--- src/rtl/imem_loader_pkg.sv ---
// Shared constants and FSM state type for the instruction-memory byte loader.
package imem_loader_pkg;

    localparam int unsigned IMEM_WORD_W = 32;
    localparam int unsigned IMEM_ADDR_W = 7;
    localparam int unsigned IMEM_DEPTH  = 2 ** IMEM_ADDR_W;
    localparam int unsigned IMEM_BPW    = IMEM_WORD_W / 8;
    localparam int unsigned COUNT_W     = 8;

    typedef enum logic [1:0] {
        S_IDLE  = 2'd0,
        S_LOAD  = 2'd1,
        S_CHECK = 2'd2,
        S_DONE  = 2'd3
    } state_t;

    // Counter width for n items, never below one bit.
    function automatic int unsigned cnt_width(input int unsigned n);
        return (n > 1) ? $clog2(n) : 1;
    endfunction

endpackage

--- src/rtl/imem_loader_if.sv ---
// Byte-stream input and instruction-memory write port of the loader.
interface imem_loader_if
    import imem_loader_pkg::*;
#(
    parameter int unsigned N      = IMEM_WORD_W,
    parameter int unsigned ADDR_W = IMEM_ADDR_W
);
    logic              byte_valid;
    logic [7:0]        byte_data;
    logic              byte_ready;
    logic              we;
    logic [ADDR_W-1:0] waddr;
    logic [N-1:0]      wdata;

    modport master (
        input  byte_valid, byte_data,
        output byte_ready, we, waddr, wdata
    );

    modport slave (
        output byte_valid, byte_data,
        input  byte_ready, we, waddr, wdata
    );
endinterface

--- src/rtl/imem_loader_byte_packer.sv ---
// Little-endian byte-to-word assembler; flags the byte that completes a word.
module byte_packer
    import imem_loader_pkg::*;
#(
    parameter int unsigned N = IMEM_WORD_W
) (
    input  logic         clk,
    input  logic         reset_n,
    input  logic         clear,
    input  logic         in_valid,
    input  logic [7:0]   in_byte,
    output logic         word_ready_c,
    output logic [N-1:0] word_c
);

    localparam int unsigned BPW    = N / 8;
    localparam int unsigned BCNT_W = cnt_width(BPW);

    logic [N-1:0]      sr;
    logic [BCNT_W-1:0] cnt;

    // Current partial word with the incoming byte dropped into its lane.
    always_comb begin
        word_c = sr;
        for (int k = 0; k < int'(BPW); k++) begin
            if (cnt == BCNT_W'(k)) begin
                word_c[8*k +: 8] = in_byte;
            end
        end
        word_ready_c = in_valid && (cnt == BCNT_W'(BPW - 1));
    end

    always_ff @(posedge clk or negedge reset_n) begin
        if (!reset_n) begin
            sr  <= '0;
            cnt <= '0;
        end else if (clear) begin
            sr  <= '0;
            cnt <= '0;
        end else if (in_valid) begin
            sr  <= word_c;
            cnt <= (cnt == BCNT_W'(BPW - 1)) ? '0 : cnt + BCNT_W'(1);
        end
    end

endmodule

--- src/rtl/imem_loader.sv ---
// Loads the instruction memory from a byte stream while holding the CPU in reset.
// Optional trailing XOR checksum byte enabled by defining IMEM_LOADER_CHECKSUM_EN.
module imem_loader
    import imem_loader_pkg::*;
#(
    parameter int unsigned N      = IMEM_WORD_W,
    parameter int unsigned ADDR_W = IMEM_ADDR_W,
    parameter int unsigned DEPTH  = IMEM_DEPTH
) (
    input  logic               clk,
    input  logic               reset_n,
    input  logic               start,
    input  logic [COUNT_W-1:0] count,
    imem_loader_if.master      bus,
    output logic               hold_cpu,
    output logic               busy,
    output logic               done,
    output logic               err
);

    localparam int unsigned CNT_W = ADDR_W + 1;

    state_t state, next_state;

    logic [CNT_W-1:0]  count_q, count_d, count_sat_c;
    logic [ADDR_W-1:0] addr_q, addr_d;
    logic              byte_ready_q, ready_d;
    logic              we_q, we_d;
    logic [ADDR_W-1:0] waddr_q, waddr_d;
    logic [N-1:0]      wdata_q, wdata_d;
    logic              hold_q, hold_d;
    logic              busy_q, busy_d;
    logic              done_q, done_d;
    logic              err_q, err_d;

    logic              accept_c;
    logic              pk_valid_c;
    logic              clr_c;
    logic              last_word_c;
    logic              word_ready_c;
    logic [N-1:0]      word_c;

`ifdef IMEM_LOADER_CHECKSUM_EN
    logic [7:0] cks_q, cks_d;
    localparam state_t END_STATE = S_CHECK;
`else
    localparam state_t END_STATE = S_DONE;
`endif

    assign accept_c    = bus.byte_valid && byte_ready_q;
    assign pk_valid_c  = accept_c && (state == S_LOAD);
    assign last_word_c = ({1'b0, addr_q} == (count_q - CNT_W'(1)));

    // Requests beyond the memory depth are clipped so the address never wraps.
    always_comb begin
        if (32'(count) > DEPTH) begin
            count_sat_c = CNT_W'(DEPTH);
        end else begin
            count_sat_c = CNT_W'(count);
        end
    end

    byte_packer #(.N(N)) u_packer (
        .clk          (clk),
        .reset_n      (reset_n),
        .clear        (clr_c),
        .in_valid     (pk_valid_c),
        .in_byte      (bus.byte_data),
        .word_ready_c (word_ready_c),
        .word_c       (word_c)
    );

    always_ff @(posedge clk or negedge reset_n) begin
        if (!reset_n) begin
            state <= S_IDLE;
        end else begin
            state <= next_state;
        end
    end

    // Next state plus the values every output register takes at the coming edge.
    always_comb begin
        next_state = state;
        clr_c      = 1'b0;
        count_d    = count_q;
        addr_d     = addr_q;
        we_d       = 1'b0;
        waddr_d    = waddr_q;
        wdata_d    = wdata_q;
        err_d      = err_q;
`ifdef IMEM_LOADER_CHECKSUM_EN
        cks_d      = cks_q;
`endif

        case (state)
            S_IDLE, S_DONE: begin
                if (start) begin
                    clr_c   = 1'b1;
                    count_d = count_sat_c;
                    addr_d  = '0;
                    err_d   = 1'b0;
`ifdef IMEM_LOADER_CHECKSUM_EN
                    cks_d   = '0;
`endif
                    next_state = (count_sat_c == '0) ? END_STATE : S_LOAD;
                end
            end
            S_LOAD: begin
`ifdef IMEM_LOADER_CHECKSUM_EN
                if (pk_valid_c) begin
                    cks_d = cks_q ^ bus.byte_data;
                end
`endif
                if (word_ready_c) begin
                    we_d    = 1'b1;
                    waddr_d = addr_q;
                    wdata_d = word_c;
                    if (last_word_c) begin
                        next_state = END_STATE;
                    end else begin
                        addr_d = addr_q + ADDR_W'(1);
                    end
                end
            end
`ifdef IMEM_LOADER_CHECKSUM_EN
            S_CHECK: begin
                if (accept_c) begin
                    err_d      = (bus.byte_data != cks_q);
                    next_state = S_DONE;
                end
            end
`endif
            default: begin
                next_state = S_IDLE;
            end
        endcase

        busy_d  = (next_state == S_LOAD) || (next_state == S_CHECK);
        ready_d = busy_d;
        done_d  = (next_state == S_DONE);
        hold_d  = busy_d || ((next_state == S_DONE) && err_d);
    end

    always_ff @(posedge clk or negedge reset_n) begin
        if (!reset_n) begin
            count_q      <= '0;
            addr_q       <= '0;
            byte_ready_q <= 1'b0;
            we_q         <= 1'b0;
            waddr_q      <= '0;
            wdata_q      <= '0;
            hold_q       <= 1'b0;
            busy_q       <= 1'b0;
            done_q       <= 1'b0;
            err_q        <= 1'b0;
        end else begin
            count_q      <= count_d;
            addr_q       <= addr_d;
            byte_ready_q <= ready_d;
            we_q         <= we_d;
            waddr_q      <= waddr_d;
            wdata_q      <= wdata_d;
            hold_q       <= hold_d;
            busy_q       <= busy_d;
            done_q       <= done_d;
            err_q        <= err_d;
        end
    end

`ifdef IMEM_LOADER_CHECKSUM_EN
    always_ff @(posedge clk or negedge reset_n) begin
        if (!reset_n) begin
            cks_q <= '0;
        end else begin
            cks_q <= cks_d;
        end
    end
`endif

    assign bus.byte_ready = byte_ready_q;
    assign bus.we         = we_q;
    assign bus.waddr      = waddr_q;
    assign bus.wdata      = wdata_q;
    assign hold_cpu       = hold_q;
    assign busy           = busy_q;
    assign done           = done_q;
    assign err            = err_q;

endmodule
--- src/flat_wrapper.sv ---
// flat-port wrapper written by rule: the top's interface ports become plain ports
module imem_loader_flat import imem_loader_pkg::*;
#(
    parameter int unsigned N      = IMEM_WORD_W,
    parameter int unsigned ADDR_W = IMEM_ADDR_W,
    parameter int unsigned DEPTH  = IMEM_DEPTH
)
  (clk, reset_n, start, count, hold_cpu, busy, done, err, bus_byte_valid, bus_byte_data, bus_byte_ready, bus_we, bus_waddr, bus_wdata);
  imem_loader_if #(.N(N), .ADDR_W(ADDR_W)) bus_i ();
  input  logic clk;
  input  logic reset_n;
  input  logic start;
  input  logic [COUNT_W-1:0] count;
  output logic hold_cpu;
  output logic busy;
  output logic done;
  output logic err;
  input wire logic [$bits(bus_i.byte_valid)-1:0] bus_byte_valid;
  input wire logic [$bits(bus_i.byte_data)-1:0] bus_byte_data;
  output wire logic [$bits(bus_i.byte_ready)-1:0] bus_byte_ready;
  output wire logic [$bits(bus_i.we)-1:0] bus_we;
  output wire logic [$bits(bus_i.waddr)-1:0] bus_waddr;
  output wire logic [$bits(bus_i.wdata)-1:0] bus_wdata;
  assign bus_i.byte_valid = bus_byte_valid;
  assign bus_i.byte_data = bus_byte_data;
  assign bus_byte_ready = bus_i.byte_ready;
  assign bus_we = bus_i.we;
  assign bus_waddr = bus_i.waddr;
  assign bus_wdata = bus_i.wdata;
  imem_loader #(.N(N), .ADDR_W(ADDR_W), .DEPTH(DEPTH)) u_core (.clk(clk), .reset_n(reset_n), .start(start), .count(count), .bus(bus_i), .hold_cpu(hold_cpu), .busy(busy), .done(done), .err(err));
endmodule
--- config.mk ---
export PLATFORM = sky130hd
export DESIGN_NAME = imem_loader_flat
export DESIGN_NICKNAME = d
export VERILOG_FILES = /design/src/rtl/imem_loader_pkg.sv /design/src/rtl/imem_loader_if.sv /design/src/rtl/imem_loader_byte_packer.sv /design/src/rtl/imem_loader.sv /design/src/flat_wrapper.sv
export SDC_FILE = /design/constraint.sdc
export NUM_CORES = 1
export LEC_CHECK = 0
export ABC_AREA = 1
export CAP_MARGIN = 20
export CELL_PAD_IN_SITES_DETAIL_PLACEMENT = 0
export CELL_PAD_IN_SITES_GLOBAL_PLACEMENT = 2
export CORE_MARGIN = 4
export CORE_UTILIZATION = 31
export CTS_CLUSTER_DIAMETER = 30
export CTS_CLUSTER_SIZE = 10
export DETAILED_ROUTE_END_ITERATION = 10
export GPL_ROUTABILITY_DRIVEN = 1
export PLACE_DENSITY = 0.85
export SLEW_MARGIN = 40
export SYNTH_ARGS = -nofsm -noshare
export SYNTH_HDL_FRONTEND = slang
export SYNTH_SLANG_ARGS = --single-unit
--- constraint.sdc ---
create_clock -name clk -period 2.85 [get_ports clk]
set_input_delay 0.57 -clock clk [delete_from_list [all_inputs] [get_ports clk]]
set_output_delay 0.57 -clock clk [all_outputs]
set_load 0.05 [all_outputs]
# Word level (Yosys, flattened, before mapping)
# Cells that the tools add are included.
dict set report classes {
  muxes 25
  reduce_logical 15
  order_cmp 1
  eq_ne 12
  addsub 3
}
# op n
set op_table {}
lappend op_table {{32-bit two-way mux} 2}
lappend op_table {{8-bit two-way mux} 5}
lappend op_table {{7-bit two-way mux} 3}
lappend op_table {{2-bit two-way mux} 7}
lappend op_table {{7-bit one-hot mux with 2 select lines} 1}
lappend op_table {{2-bit == test (second input constant)} 5}
lappend op_table {{7-bit by 8-bit == test with 1-bit output} 1}
lappend op_table {{8-bit > comparator (second input constant)} 1}
lappend op_table {{8-bit zero test} 1}
lappend op_table {{8-bit by 1-bit subtractor with 8-bit output (second input constant)} 1}
lappend op_table {{7-bit by 1-bit adder with 7-bit output (second input constant)} 1}
lappend op_table {{2-bit by 1-bit == test with 1-bit output (second input constant)} 3}
lappend op_table {{1-bit two-way mux} 6}
lappend op_table {{2-bit inequality test (second input constant)} 3}
lappend op_table {{1-bit logical AND} 4}
lappend op_table {{2-bit zero test} 2}
lappend op_table {{2-bit one-hot mux with 2 select lines} 1}
lappend op_table {{2-bit AND reduction} 2}
lappend op_table {{4-bit AND reduction} 1}
lappend op_table {{2-bit nonzero test} 2}
lappend op_table {{2-bit by 1-bit adder with 2-bit output (second input constant)} 1}
lappend op_table {{1-bit logical OR} 2}
lappend op_table {{2-bit OR reduction} 1}
dict set report word_totals {
  elab_cells 68
  ff_bits 95
}

# Longest topological paths before layout
dict set report depth {
  ltp_word 9
  mapped_depth 14
  mapped_depth_nobuf 14
}

# Hierarchy
# A second synthesis with hierarchy kept.
dict set report hier_totals {
  cells_unflattened 615
  hier_area_um2 4624.4
}
# module area_per_inst_um2 n_inst cells_per_inst seq_area_each_um2
set by_module_without_submodules {}
lappend by_module_without_submodules {imem_loader 2872.8 1 359 1526.5}
lappend by_module_without_submodules {byte_packer 1751.7 1 256 850.8}

# Worst setup path before layout
# Ideal clock, no wire load.
dict set report synth_timing {
  path_kind {reg-to-reg}
  start {register u_core.byte_ready_q, in the netlist u_core.bus.byte_ready}
  end {register u_core.hold_q, in the netlist u_core.hold_cpu}
  n_path_buf 1
  setup_ps 120
  stages_incl_launch_ff 10
  period_less_slack_ps 2017
  arrival_time_ps 1897
  setup_slack_ps 833
  required_time_ps 2730
  cell_sequence {dfrtp_1 > nand3_1 > nor2_1 > buf_2 > nand4_1 > nand2_1 > nand2_1 > a21oi_1 > ha_1 > a31o_2}
}
dict set report synth_between {
  elab_chain_cells 8
  word_cells_on_any_way 11
  cone_classes {eq/ne: 3; mux: 2; reduce/logical: 6}
}
# item line
set synth_lines {}
lappend synth_lines {{start, declared} imem_loader.sv:27} ;# logic byte_ready_q, ready_d;
lappend synth_lines {{start signal, assigned} imem_loader.sv:159} ;# byte_ready_q <= ready_d;
lappend synth_lines {{1-bit logical AND *} imem_loader.sv:50} ;# assign accept_c = bus.byte_valid && byte_ready_q;
lappend synth_lines {{1-bit logical AND *} imem_loader.sv:51} ;# assign pk_valid_c = accept_c && (state == S_LOAD);
lappend synth_lines {{1-bit logical AND *} imem_loader_byte_packer.sv:30} ;# word_ready_c = in_valid && (cnt == BCNT_W'(BPW - 1));
lappend synth_lines {{2-bit two-way mux *} imem_loader.sv:114} ;# if (word_ready_c) begin
lappend synth_lines {{2-bit one-hot mux with 2 select lines *} imem_loader.sv:95} ;# case (state)
lappend synth_lines {{named net u_core.next_state[1]} imem_loader.sv:23} ;# state_t state, next_state;
lappend synth_lines {{2-bit by 1-bit == test with 1-bit output or 2-bit == test (tied branches)} imem_loader.sv:138} ;# busy_d = (next_state == S_LOAD) || (next_state == S_CHECK);
lappend synth_lines {{1-bit logical OR *} imem_loader.sv:138}
lappend synth_lines {{named net u_core.busy_d} imem_loader.sv:32} ;# logic busy_q, busy_d;
lappend synth_lines {{1-bit logical OR *} imem_loader.sv:141} ;# hold_d = busy_d || ((next_state == S_DONE) && err_d);
lappend synth_lines {{named net u_core.hold_d} imem_loader.sv:31} ;# logic hold_q, hold_d;
lappend synth_lines {{end signal, assigned} imem_loader.sv:163} ;# hold_q <= hold_d;
lappend synth_lines {{end, declared} imem_loader.sv:31}
# The timed path passes the listed nets; every way through them passes the cells marked *.
# A chain may end at the register's enable or synchronous reset.

# Final worst setup path
dict set report layout_timing {
  start {register u_core.count_q[0]}
  end {register u_core.hold_q, in the netlist u_core.hold_cpu}
}
dict set report layout_between {
  elab_chain_cells 8
  word_cells_on_any_way 11
  cone_classes {add/sub: 1; eq/ne: 4; mux: 3; reduce/logical: 3}
}
# item line
set layout_lines {}
lappend layout_lines {{start, declared} imem_loader.sv:25} ;# logic [CNT_W-1:0] count_q, count_d, count_sat_c;
lappend layout_lines {{start signal, assigned} imem_loader.sv:157} ;# count_q <= count_d;
lappend layout_lines {{8-bit by 1-bit subtractor with 8-bit output *} imem_loader.sv:52} ;# assign last_word_c = ({1'b0, addr_q} == (count_q - CNT_W'(1)));
lappend layout_lines {{7-bit by 8-bit == test with 1-bit output *} imem_loader.sv:52}
lappend layout_lines {{2-bit two-way mux *} imem_loader.sv:118} ;# if (last_word_c) begin
lappend layout_lines {{2-bit two-way mux *} imem_loader.sv:114}
lappend layout_lines {{2-bit one-hot mux with 2 select lines *} imem_loader.sv:95}
lappend layout_lines {{named net u_core.next_state[1]} imem_loader.sv:23}
lappend layout_lines {{2-bit by 1-bit == test with 1-bit output or 2-bit == test (tied branches)} imem_loader.sv:138}
lappend layout_lines {{1-bit logical OR *} imem_loader.sv:138}
lappend layout_lines {{named net u_core.busy_d} imem_loader.sv:32}
lappend layout_lines {{1-bit logical OR *} imem_loader.sv:141}
lappend layout_lines {{named net u_core.hold_d} imem_loader.sv:31}
# Marked as above.

==> out/results.ini <==
[outcome]
status=completed

[pwr]
intPower_mw=3.50
pwr-share-comb_pct=50.4
p_per_area_mw_per_mm2=1230
switchingPower_mw=2.98
switching_share_pct=46.0
pwr-share-seq_pct=30.8
leakage_nw=2.47
vdd_drop_max_uv=442
clockPowerShare_pct=18.7

[min_path]
hold_class=input pin to asynchronous set/reset pin

[clock_tree]
path_clk_slew_ns=0.06
cts_resized=0
holdBufCountCts=0
insertion_delay_ns=0.34
clock_sinks=87
htree_levels=3
cts_tree=built
root_buffer=clkbuf_16
post_cts_buffers=0
cts_buffers=9
clock_path_buffers=2

[drt]
via_per_inst=4.62
drt_iter0_drc=160
routed-via-count=3407
drt-met1-wl_um=4830
ant_nets=0
drt-total-wl_um=10200
met3_length_um=456
dr.pass1.iters=5
wl_met2_um=4740
highest_layer=met4
drc_errors=0
avgRoutedWirePerCell_um=13.8

[sta]
max_slew_margin_pct=53.3
setup_slack_ns=0.538
setup_violations=0
hold_viol=0
whs_ns=0.269
fmax_mhz=433
rsz0062_at_grt=false
finalClockSkew_ns=0.00512
setup_tns_ns=0
final.period_utilization_pct=81.1
worst_pin_slew_ns=0.700
drv_slew=0
period_needed_ns=2.31

[worst_setup_path]
worstPathArrival_ns=2.54
crit_fanout=5
reg2reg_from=u_core.count_q[0]
crit_type=register to register
cp-start-kind=register
startpoint=u_core.count_q[0]
endpoint_kind=register
crit_required_ns=3.08

[synth]
synth_area_leaders=dfrtp_1, nand2_1, o21ai_0
synthFlopType=dfrtp_1
yosys_warnings=0
synth_top_area_share_pct=52.6
seq_area_frac_synth_pct=52.6
synth_area_leader_cell=dfrtp_1
syn_inst=505
syn_nets=534
ys_ff_latch=87
synth_area_sq_mm=0.00414
ys_types=31
synth_area_per_cell_sq_um=8.19
synth_edf_count=0
synthArstFlopShare_pct=100

[global_routing]
antenna_found_initial=0
grt_pass1_vias=3336
grt.overflow.total=0
grt_usage_pct=14.3
grt_pass1_wl_um=16900
grt_max_degree=53

[cells_and_area]
nNetsFinal=590
fin_util_pct=41.0
layout_commonest_cell=nand2_1
layoutNonFillerInstCount=738
seq_area_sq_mm=0.00218
final_cell_mix=nand2_1, dfrtp_1, clkdlybuf4s50_1
fillers=1331
drive_gt1_share_pct=7.24
antenna_cells=0
area_growth_pct=27.0
multi_input_area_sq_mm=0.00160

[die]
initial_utilization_pct=32.3
rows=41
die_x_um=124
dieArea_sq_mm=0.0153
core-area_sq_mm=0.0128
pin_count=65
fp.dieH_um=124

[place]
gp_congestion=0.798
dp_slack_ns=0.479
dp_hpwl_um=7230
portBuffers=64
dp_cells=722

[job]
max_cap_violations=0

state kept, by name, indices dropped and copies added, names as in the netlist:
signal	cells
u_core.bus.byte_ready	1
u_core.count_q	8
u_core.hold_cpu	1
u_core.addr_q	7
u_core.u_packer.cnt	2
u_core.state	2
u_core.err	1
u_core.bus.wdata	32
u_core.done	1
u_core.bus.we	1
u_core.bus.waddr	7
u_core.u_packer.sr	24
power by group through the flow:
stage | combinational, mW | clock, mW | sequential [mW]
2_1_floorplan | 1.51 | 0 | 2.84
3_3_place_gp | 3.26 | 0 | 2.02
3_5_place_dp | 3.30 | 0 | 2.02
4_1_cts | 3.31 | 1.26 | 2.01
5_1_grt | 3.63 | 1.30 | 2.06
6_report | 3.27 | 1.22 | 2.00
layer usage:
layer / vias up / track usage [%]
met4: 0 / 5.81
met2: 72 / 22.9
met3: 15 / 2.88
met1: 1600 / 19.1
li1: 1720 / -
met5: - / 0
synth_stat cells (2+ instances only):
library cell and instances:
ha_1 9, nand3_1 33, buf_2 8, o22ai_1 6, inv_1 60, o21ai_2 7, nor2_1 21, a21oi_1 12
nand4_1 6, nand3b_1 2, nand2_2 3, nor2_2 2, xor2_1 4, dfrtp_1 87, clkbuf_1 14, a31o_2 2
xnor2_1 2, buf_4 2, nand2_1 154, o21ai_0 60
through the flow:
step | power, mW | area [sq um]
after global placement | 5.28 | 4940
after CTS | 6.57 | 5250
after floorplan | 4.35 | 4140
after global routing | 7.00 | 5250
final | 6.49 | 5250
after detailed placement | 5.33 | 4940
area by class of cell:
type | count | share of cell area [%]
sequential | 87 | 41.4
multi-input combinational | 330 | 30.5
tap | 172 | 4.10
inverter | 62 | 4.43
clock buffer | 12 | 4.88
timing repair buffer | 71 | 13.6
clock inverter | 4 | 1.00
logic make-up (layout without fill, tap and decap cells):
| logic type | after synthesis | in the layout | share of synthesized area, % |
|---|---|---|---|
| buffers and inverters | 88 | 149 | 8.68 |
| adders and majority gates | 9 | 9 | 2.72 |
| DFF | 87 | 87 | 52.6 |
| AOI/OAI and AO/OA | 90 | 90 | 12.0 |
| and+or+nand+nor | 225 | 225 | 22.7 |
| xor gates and xnor gates | 6 | 6 | 1.27 |
path summary, 6_finish.rpt:
| kind | end | slack [ns] | cells after the start |
|---|---|---|---|
| setup / recovery | u_core.hold_cpu | 0.54 | 14 |
| hold / removal | u_core.bus.we | 0.27 | 1 |
| setup reg to reg | u_core.hold_cpu | 0.54 | 14 |
| hold reg to reg | u_core.bus.wdata[13] | 0.47 | 2 |
| max in group asynchronous | u_core.bus.waddr[0] | 1.91 | 2 |
| min in group clk | u_core.bus.wdata[13] | 0.47 | 2 |
critical path, stage by stage (launching register included):
cell,delay [ns]
dfrtp_1,0.39
inv_1,0.15
ha_1,0.21
nand2_1,0.13
nor2_1,0.12
nand2_1,0.05
nand2_1,0.08
nand2_1,0.07
nor2_2,0.12
nand4_1,0.10
nand2_1,0.07
nand2_1,0.05
a21oi_1,0.17
ha_1,0.27
a31o_2,0.21
(Power assumes the default switching activity.)
==> patch: new RTL, same flow settings <==
Build with the macro `IMEM_LOADER_CHECKSUM_EN` defined.
--- a/src/rtl/imem_loader.sv
+++ b/src/rtl/imem_loader.sv
@@ -1,5 +1,7 @@
 // Loads the instruction memory from a byte stream while holding the CPU in reset.
 // Optional trailing XOR checksum byte enabled by defining IMEM_LOADER_CHECKSUM_EN.
+`define IMEM_LOADER_CHECKSUM_EN
+
 module imem_loader
     import imem_loader_pkg::*;
 #(
Function: changed (Yosys sat finds a counterexample within 4 cycles, from zero or initial values and one cycle with reset_n low).
==> patch against the unedited design <==
  * First-iteration DRC count rose by 44%
  * Setup slack better by 0.064 ns
  * Sequential cell count grew 8
  * Sequential share of layout area is 0.49 points lower
  * Final cell count rose by 13%
  * Routed wire length is 14% higher
  * Area after synthesis is 13% higher
  * Cell area up 11%
  * Total power decreased by 22%
  * Critical path type unchanged
==> patch: results (changes against the unedited design) <==
{
  "seq_area_frac_synth": {"value": 50.8, "unit": "%", "change": "was 52.6%"},
  "synth_compound_area_share": {"value": 10.5, "unit": "%", "change": "was 12.0%"},
  "p_seq": {"value": 1.77, "unit": "mW", "change": "was 2.00 mW"},
  "timing.slew.headroom": {"value": 53.5, "unit": "%", "change": "was 53.3%"},
  "tap-cell-count": {"value": 184, "change": "was 172"},
  "drt_pre_antenna_iters": {"value": 4, "change": "was 5"},
  "final-seq-area": {"value": 2380, "unit": "um^2", "change": "was 2180 um^2"},
  "post-place-ws": {"value": 0.356, "unit": "ns", "change": "was 0.479 ns"},
  "synth.cells.most_frequent": {"value": "183 x nand2_1, 95 x dfrtp_1, 78 x inv_1", "change": "was 154 x nand2_1, 87 x dfrtp_1, 60 x inv_1, 60 x o21ai_0, 33 x nand3_1"},
  "routedWlPerCell": {"value": 14.1, "unit": "um", "change": "was 13.8 um"},
  "power.switching": {"value": 2.13, "unit": "mW", "change": "was 2.98 mW"},
  "placedInstanceArea": {"value": 5510, "unit": "um^2", "change": "was 4940 um^2"},
  "dp_hpwl": {"value": 8.33, "unit": "mm", "change": "was 7.23 mm"},
  "fillCellCount": {"value": 1504, "change": "was 1,331"},
  "inverters_excl_clock": {"value": 81, "change": "was 62"},
  "synth-adder-area-share": {"value": 2.41, "unit": "%", "change": "was 2.72%"},
  "num-nonclk-buffers": {"value": 74, "change": "was 71"},
  "initial_core_util": {"value": 32.0, "unit": "%", "change": "was 32.3%"},
  "grt_max_degree": {"value": 52, "change": "was 53"},
  "run_status": {"value": "completed", "change": "unchanged"},
  "drt-initial-drc-count": {"value": 231, "change": "was 160"},
  "vias_per_cell": {"value": 4.74, "change": "was 4.62"},
  "globalRouteTotalUtil": {"value": 14.4, "unit": "%", "change": "was 14.3%"},
  "multi_input_logic_portion_of_the_cell_area": {"value": 32.3, "unit": "%", "change": "was 30.5%"},
  "final_layout_size_suffix_gt1_share": {"value": 6.18, "unit": "%", "change": "was 7.24%"},
  "synthMuxAreaShare": {"value": 0.481, "unit": "%", "change": "was 0%"}
}
-- patch: per-layer routing --
| metal | vias to the layer above | wire, um | GRT usage, % |
|---|---|---|---|
| met5 | - | 0 | 0 |
| met4 | 0 | 199 | 4.72 |
| met3 | 16 | 457 | 2.56 |
| met2 | 89 | 5580 | 23.6 |
| met1 | 1853 | 5450 | 19.3 |
| li1 | 1978 | - | - |
-- patch: worst max-delay path: stages (launching register included) --
cell and delay (ns):
dfrtp_1 0.40, inv_1 0.14, ha_1 0.25, nand2_1 0.11, nor2_1 0.11, nand2_1 0.05
nand2_1 0.10, nand2_1 0.06, nor2_1 0.12, nand4_1 0.13, nand2_1 0.08, nand2_1 0.05
a21oi_1 0.18, ha_1 0.28, inv_1 0.06, nand2_1 0.05
